<file path="src/rtl/mdu_ctrl.sv">
// mdu_ctrl: EX-stage multiply/divide sequencer owning the HI/LO registers.
// Multiplies take MUL_LAT cycles in MUL; divides run a 32-step restoring
// algorithm on magnitudes and fix up the signs on the final step.
module mdu_ctrl #(
  parameter int MUL_LAT = 1
) (
  input  logic        clk,
  input  logic        resetn,
  input  logic        flush,
  input  logic        req,
  input  logic        op_div,
  input  logic        op_sign,
  input  logic [31:0] src_a,
  input  logic [31:0] src_b,
  input  logic        wr_hi,
  input  logic        wr_lo,
  input  logic [31:0] wr_data,
  output logic        stall,
  output logic        busy,
  output logic [31:0] hi,
  output logic [31:0] lo
);

  typedef enum logic [1:0] {
    S_IDLE,
    S_MUL,
    S_DIV,
    S_DONE
  } state_t;

  state_t      state_q, state_d;
  logic [4:0]  cnt_q, cnt_d;
  logic [31:0] opa_q, opa_d;
  logic [31:0] opb_q, opb_d;
  logic [31:0] rem_q, rem_d;
  logic [31:0] quot_q, quot_d;
  logic [31:0] hi_q, hi_d;
  logic [31:0] lo_q, lo_d;
  logic        sign_q, sign_d;
  logic        qneg_q, qneg_d;
  logic        rneg_q, rneg_d;
  logic        busy_q, busy_d;

  logic [31:0] abs_a, abs_b;
  logic [63:0] mul_a, mul_b, product;
  logic [32:0] rem_shift, rem_sub;
  logic        rem_ge;
  logic [31:0] rem_next, quot_next;

  // Datapath: operand magnitudes, the product, and one restoring divide step.
  // The remainder stays below the divisor, so only the shifted value needs
  // the 33rd bit; its borrow after subtraction tells whether it fit.
  always_comb begin
    abs_a     = (op_sign && src_a[31]) ? (32'd0 - src_a) : src_a;
    abs_b     = (op_sign && src_b[31]) ? (32'd0 - src_b) : src_b;
    mul_a     = {{32{sign_q & opa_q[31]}}, opa_q};
    mul_b     = {{32{sign_q & opb_q[31]}}, opb_q};
    product   = mul_a * mul_b;
    rem_shift = {rem_q, opa_q[31]};
    rem_sub   = rem_shift - {1'b0, opb_q};
    rem_ge    = ~rem_sub[32];
    rem_next  = rem_ge ? rem_sub[31:0] : rem_shift[31:0];
    quot_next = {quot_q[30:0], rem_ge};
  end

  // Next-state and register updates; mthi/mtlo first so a result write wins.
  always_comb begin
    state_d = state_q;
    cnt_d   = cnt_q;
    opa_d   = opa_q;
    opb_d   = opb_q;
    rem_d   = rem_q;
    quot_d  = quot_q;
    hi_d    = hi_q;
    lo_d    = lo_q;
    sign_d  = sign_q;
    qneg_d  = qneg_q;
    rneg_d  = rneg_q;

    if (!flush && (state_q == S_IDLE || state_q == S_DONE)) begin
      if (wr_hi) hi_d = wr_data;
      if (wr_lo) lo_d = wr_data;
    end

    case (state_q)
      S_IDLE: begin
        if (req && !flush) begin
          sign_d = op_sign;
          if (op_div) begin
            opa_d   = abs_a;
            opb_d   = abs_b;
            qneg_d  = op_sign & (src_a[31] ^ src_b[31]);
            rneg_d  = op_sign & src_a[31];
            rem_d   = 32'd0;
            quot_d  = 32'd0;
            cnt_d   = 5'd31;
            state_d = S_DIV;
          end else begin
            opa_d   = src_a;
            opb_d   = src_b;
            cnt_d   = 5'(MUL_LAT - 1);
            state_d = S_MUL;
          end
        end
      end
      S_MUL: begin
        if (flush) begin
          state_d = S_IDLE;
        end else if (cnt_q == 5'd0) begin
          hi_d    = product[63:32];
          lo_d    = product[31:0];
          state_d = S_DONE;
        end else begin
          cnt_d = cnt_q - 5'd1;
        end
      end
      S_DIV: begin
        if (flush) begin
          state_d = S_IDLE;
        end else begin
          rem_d  = rem_next;
          quot_d = quot_next;
          opa_d  = {opa_q[30:0], 1'b0};
          cnt_d  = cnt_q - 5'd1;
          if (cnt_q == 5'd0) begin
            lo_d    = qneg_q ? (32'd0 - quot_next) : quot_next;
            hi_d    = rneg_q ? (32'd0 - rem_next) : rem_next;
            state_d = S_DONE;
          end
        end
      end
      default: begin
        state_d = S_IDLE;
      end
    endcase

    busy_d = (state_d == S_MUL) || (state_d == S_DIV);
  end

  // State and datapath registers, cleared asynchronously by resetn.
  always_ff @(posedge clk or negedge resetn) begin
    if (!resetn) begin
      state_q <= S_IDLE;
      cnt_q   <= 5'd0;
      opa_q   <= 32'd0;
      opb_q   <= 32'd0;
      rem_q   <= 32'd0;
      quot_q  <= 32'd0;
      hi_q    <= 32'd0;
      lo_q    <= 32'd0;
      sign_q  <= 1'b0;
      qneg_q  <= 1'b0;
      rneg_q  <= 1'b0;
      busy_q  <= 1'b0;
    end else begin
      state_q <= state_d;
      cnt_q   <= cnt_d;
      opa_q   <= opa_d;
      opb_q   <= opb_d;
      rem_q   <= rem_d;
      quot_q  <= quot_d;
      hi_q    <= hi_d;
      lo_q    <= lo_d;
      sign_q  <= sign_d;
      qneg_q  <= qneg_d;
      rneg_q  <= rneg_d;
      busy_q  <= busy_d;
    end
  end

  // Stall is combinational so a flush or reset releases the pipeline at once.
  always_comb begin
    stall = resetn & req & ~flush & (state_q != S_DONE);
  end

  assign busy = busy_q;
  assign hi   = hi_q;
  assign lo   = lo_q;

endmodule

</file>
<file path="config.mk">
export PLATFORM = sky130hd
export DESIGN_NAME = mdu_ctrl
export DESIGN_NICKNAME = d
export VERILOG_FILES = /design/src/rtl/mdu_ctrl.sv
export SDC_FILE = /design/constraint.sdc
export NUM_CORES = 2
export LEC_CHECK = 0
export CORE_UTILIZATION = 60
export DETAILED_ROUTE_END_ITERATION = 16
export HOLD_SLACK_MARGIN = 0.02
export MAX_ROUTING_LAYER = met4
export PLACE_DENSITY_LB_ADDON = 0.3
export SYNTH_ARGS = -nofsm -noshare
export SYNTH_HDL_FRONTEND = slang
export SYNTH_SLANG_ARGS = --single-unit
</file>
<file path="constraint.sdc">
create_clock -name clk -period 19.2 [get_ports clk]
set_input_delay 3.84 -clock clk [delete_from_list [all_inputs] [get_ports clk]]
set_output_delay 3.84 -clock clk [all_outputs]
set_load 0.1 [all_outputs]
</file>
# Yosys cells after proc, flatten, opt, wreduce, memory -nomap -nowiden
# Index checks and enable logic that the tools add are counted.
# op_classes
mul	1
n_reduce_logical	17
n_eq_ne	11
n_addsub	6
n_mux	41
bitwise_logic	10
# ops
op	n
32-bit two-way mux	24
32-bit case mux with 2 select lines	4
1-bit by 32-bit subtractor with 32-bit output (first input constant)	4
33-bit by 33-bit multiplier with 64-bit output	1
31-bit case mux with 2 select lines	1
33-bit by 32-bit subtractor with 33-bit output	1
31-bit two-way mux	1
5-bit two-way mux	5
5-bit case mux with 3 select lines	1
2-bit inequality test (second input constant)	5
2-bit two-way mux	4
1-bit AND	7
2-bit equality test (second input constant)	3
3-bit AND reduction	2
5-bit logical NOT	1
5-bit AND reduction	1
5-bit by 1-bit subtractor with 5-bit output (second input constant)	1
2-bit by 1-bit equality test with 1-bit output (second input constant)	2
1-bit logical AND	4
2-bit case mux with 2 select lines	1
4-bit AND reduction	1
3-bit nonzero test	1
2-bit logical NOT	1
1-bit logical OR	2
other kinds (7)	8
# word_totals
register_bits	202
input_bits	104
output_inout_bits	66
wordCells	98

# Depth between registers and ports, before layout
# depth
depth_word	7
ltp_mapped	32
depth_no_buf	29

# Worst setup path before layout
# OpenSTA, ideal clock, no wires.
# synth_timing
path_type	input to output
startpoint	input flush
endpoint	output stall
cell_stages	2
t_required_ps	15360
path_buffers	0
path_slack_ps	9128
arrival_time_ps	6232
path_cell_list	nand2b_1 nor3b_1
# synth_between
elab_chain_cells	3
# synth_lines
item	line	source
start: declaration	9	input logic flush,
1-bit NOT	173	stall = resetn & req & ~flush & (state_q != S_DONE);
1-bit AND (2 in a row)	173	
end: declaration	18	output logic stall,
# Every way passes these cells.

# Worst setup path in the final report
# layout_timing
startpoint	register opa_q[31]
endpoint	register hi_q[26], in the netlist hi[26]
# layout_between
elab_chain_cells	7
elab_cells_between_ends	11
classes_between	add/sub (2); mul (1); mux (7); bitwise (1)
# layout_lines
item	line	source
start: declaration	33	logic [31:0] opa_q, opa_d;
start signal: assignment	158	opa_q <= opa_d;
33-bit by 32-bit subtractor with 33-bit output	60	rem_sub = rem_shift - {1'b0, opb_q};
32-bit two-way mux	62	rem_next = rem_ge ? rem_sub[31:0] : rem_shift[31:0];
1-bit by 32-bit subtractor with 32-bit output	127	hi_d = rneg_q ? (32'd0 - rem_next) : rem_next;
32-bit two-way mux	127	
32-bit two-way mux	125	if (cnt_q == 5'd0) begin
32-bit two-way mux	118	if (flush) begin
32-bit case mux with 2 select lines *	85	case (state_q)
via hi_d[26]	37	logic [31:0] hi_q, hi_d;
end signal: assignment	162	hi_q <= hi_d;
end: declaration	37	
# Mark *: on every way through the listed nets, which the timed path passes. The rest lies on a longest branch.
# A chain may end at the register's enable or synchronous reset.

==> impl_metrics.toml <==
[global_routing]
grt_pass1_vias = 45110
antenna_found_initial = 5
grt_overflow = 0
grt_max_degree = 81
grt_use_total_pct = 37.21
grt_pass1_wl_um = 250400

[worst_setup_path]
crit_buf_inv = 8
path_class = "reg2reg"
crit_family = "adder cells"
worstPathArrival_ps = 10420
r2r-start = "opa_q[31]"
slowest_stage = "fa_1"
crit_top_cell = "fa_1"
critPathLaunch = "opa_q[31]"
critPathLaunchType = "flop"
path_max_fanout = 42
end_kind = "flop"
critPathRequiredTime_ps = 19700
slowest_delay_ps = 880

[die]
die-area_um2 = 89660
fp.dieH_um = 299.4
placementRows = 108
start_util_pct = 60.90
coreArea_um2 = 87160
io_pins = 170
die_w_um = 299.4

[outcome]
status = "finished, final reports clean"

[logic_synthesis]
synthMuxAreaShare_pct = 1.839
syn_nets = 7574
synth_area_um2 = 53080
synth-simple-area-share_pct = 15.83
synth_edf_count = 0
synth_compound_area_share_pct = 9.792
synth_flop_cell = "dfrtp_1"
yosysMostFrequentCell = "inv_1"
yosysTopAreaCell = "fa_1"
syn_inst = 6089
synth_top_area_share_pct = 42.47
ys_seq_area_share_pct = 9.524
synthAdderAreaFrac_pct = 48.48
yosys-top-cells-count = "1190 x inv_1, 1126 x fa_1, 1023 x nand2_1, 340 x clkbuf_1, 338 x and2_1"
syn_avg_cell_area_um2 = 8.717
synth.distinct_cells = 94
synth-xor-area-share_pct = 3.333
synth_seq_cells = 202
synth_top_family_by_area = "adder cells"
ys_top_cells_by_area = "fa_1 42%, dfrtp_1 9.5%, inv_1 8.4%, nand2_1 7.2%, ha_1 6.0%"
synth-warning-count = 0
async_flop_share_pct = 100.0

[sta]
rsz0062_at_grt = "no"
period_share_pct = 51.67
tightest_slew_ps = 1366
setup_violations = 0
min_period_ps = 9921
drv_slew = 0
hold_violations = 0
skew_ps = 40.62
max_freq_mhz = 100.8
maxSlewHeadroom_pct = 8.923
setup_tns_ps = 0

[clock_network]
clock_latency_ps = 580
ctsLongestPathBuffers = 3
cts_tree = "built"
postCtsSetupBuffers = 0
cts_root_buffer = "clkbuf_16"
cts-htree-levels = 1
clk_pin_slew_worst_paths_ps = 60
cts_hold_buf = 0
cts_resized = 0
cts_buffers = 23
cts_sinks = 202

[finish]
fillers = 7219
area_growth_pct = 6.072
fin_nets = 7474
drive_gt1_share_pct = 3.280
seqCellArea_um2 = 5064
multi_input_area_um2 = 42110

[flow_run]
max-cap-violations = 0

[route]
drtPass1Iterations = 6
drcViolationCount = 0
viasPerCell = 5.997
ant_nets = 0
drt-total-wl_um = 157200
vias = 42960
wire_per_inst_um = 21.95
drt_iter0_drc = 3637

[placed_design]
place.gp.congestion = 1.005
dp_hpwl_um = 125300
io_buffer_count = 169

[min_path]
hp-class = "reg2reg"
min_from = "opb_q[5]"
layout by cell type, fill, tap and decap left out, types with 22 or more instances in the layout:
cell type / netlist / layout
dfrtp_1: 202 / 195
nand4_1: 25 / 25
mux2i_1: 86 / 86
clkdlybuf4s50_1: 0 / 168
nand2_1: 1023 / 1023
ha_1: 255 / 253
buf_4: 3 / 84
nor4_1: 28 / 28
and3_1: 47 / 47
nor3_1: 43 / 42
and2_1: 338 / 336
inv_1: 1190 / 1190
a21oi_1: 189 / 188
a21o_1: 51 / 49
xnor2_1: 124 / 124
o31ai_1: 31 / 31
a32oi_1: 22 / 22
fa_1: 1126 / 1126
o21ai_0: 259 / 258
xor2_1: 78 / 78
nor2_1: 169 / 169
clkbuf_16: 0 / 23
nand3_1: 63 / 63
a31oi_1: 30 / 30
metal layers:
metal	vias up	share of wire, %	global-route usage (%)
li1	18460	-	-
met1	21720	38	47.71
met2	2279	48	59.13
met3	506	9.3	6.240
met4	0	4.9	14.95
met5	-	0	-
through the flow:
stage	area [um2]	util, %	setup WS [ps]	instances	hold slack (ps)
floorplan	53080	-	9128	6089	459.8
global placement	55430	63.59	9389	7119	461.6
detailed placement	55430	63.59	9333	7119	470.9
CTS	56290	64.59	9320	7161	485.4
global route	56300	64.60	8736	7164	518.5
finish	56300	64.60	9279	7164	479.8
state kept, by name (all words and copies together), names as in the netlist:
name	flops
lo	32
opa_q	32
qneg_q	1
opb_q	32
sign_q	1
quot_q	31
state_q	2
busy	1
rem_q	32
rneg_q	1
hi	32
cnt_q	5
worst min-delay path: stages, from the launching register on:
cell     delay, ps
dfrtp_1        340
nand2_1         50
o21ai_0         60
kinds of logic (layout without fill, tap and decap cells):
kind of cell	count (synthesis)	in the layout
other	0	3
flip-flops	202	202
buffers and inverters	1572	1489
multiplexers	95	95
adder cells (fa/ha/maj)	1381	1381
XOR/XNOR	202	202
AND/OR/NAND/NOR	1829	1829
AO/OA/AOI/OAI	808	808
area by class of cell:
cell class | count | area share [%]
diodes | 3 | 0.01333
multi-input cells | 4315 | 74.79
flip-flops and latches | 202 | 8.994
clock inverters | 13 | 0.4245
well taps | 1155 | 2.567
inverters | 1194 | 7.961
repair buffers | 253 | 4.134
clock buffers | 29 | 1.116
final timing paths:
check / endpoint / slack, ps / cells after the start
setup / recovery: hi[26] / 9280 / 28
max in group asynchronous: opb_q[18] / 14450 / 2
setup reg to reg: hi[26] / 9280 / 28
hold / removal: opb_q[5] / 480 / 2
min in group asynchronous: cnt_q[4] / 3260 / 1
hold reg to reg: opb_q[5] / 480 / 2
Power is left out: the tool's default activity adds up to more than one toggle a clock period on the data nets, which glitch-free logic cannot reach.
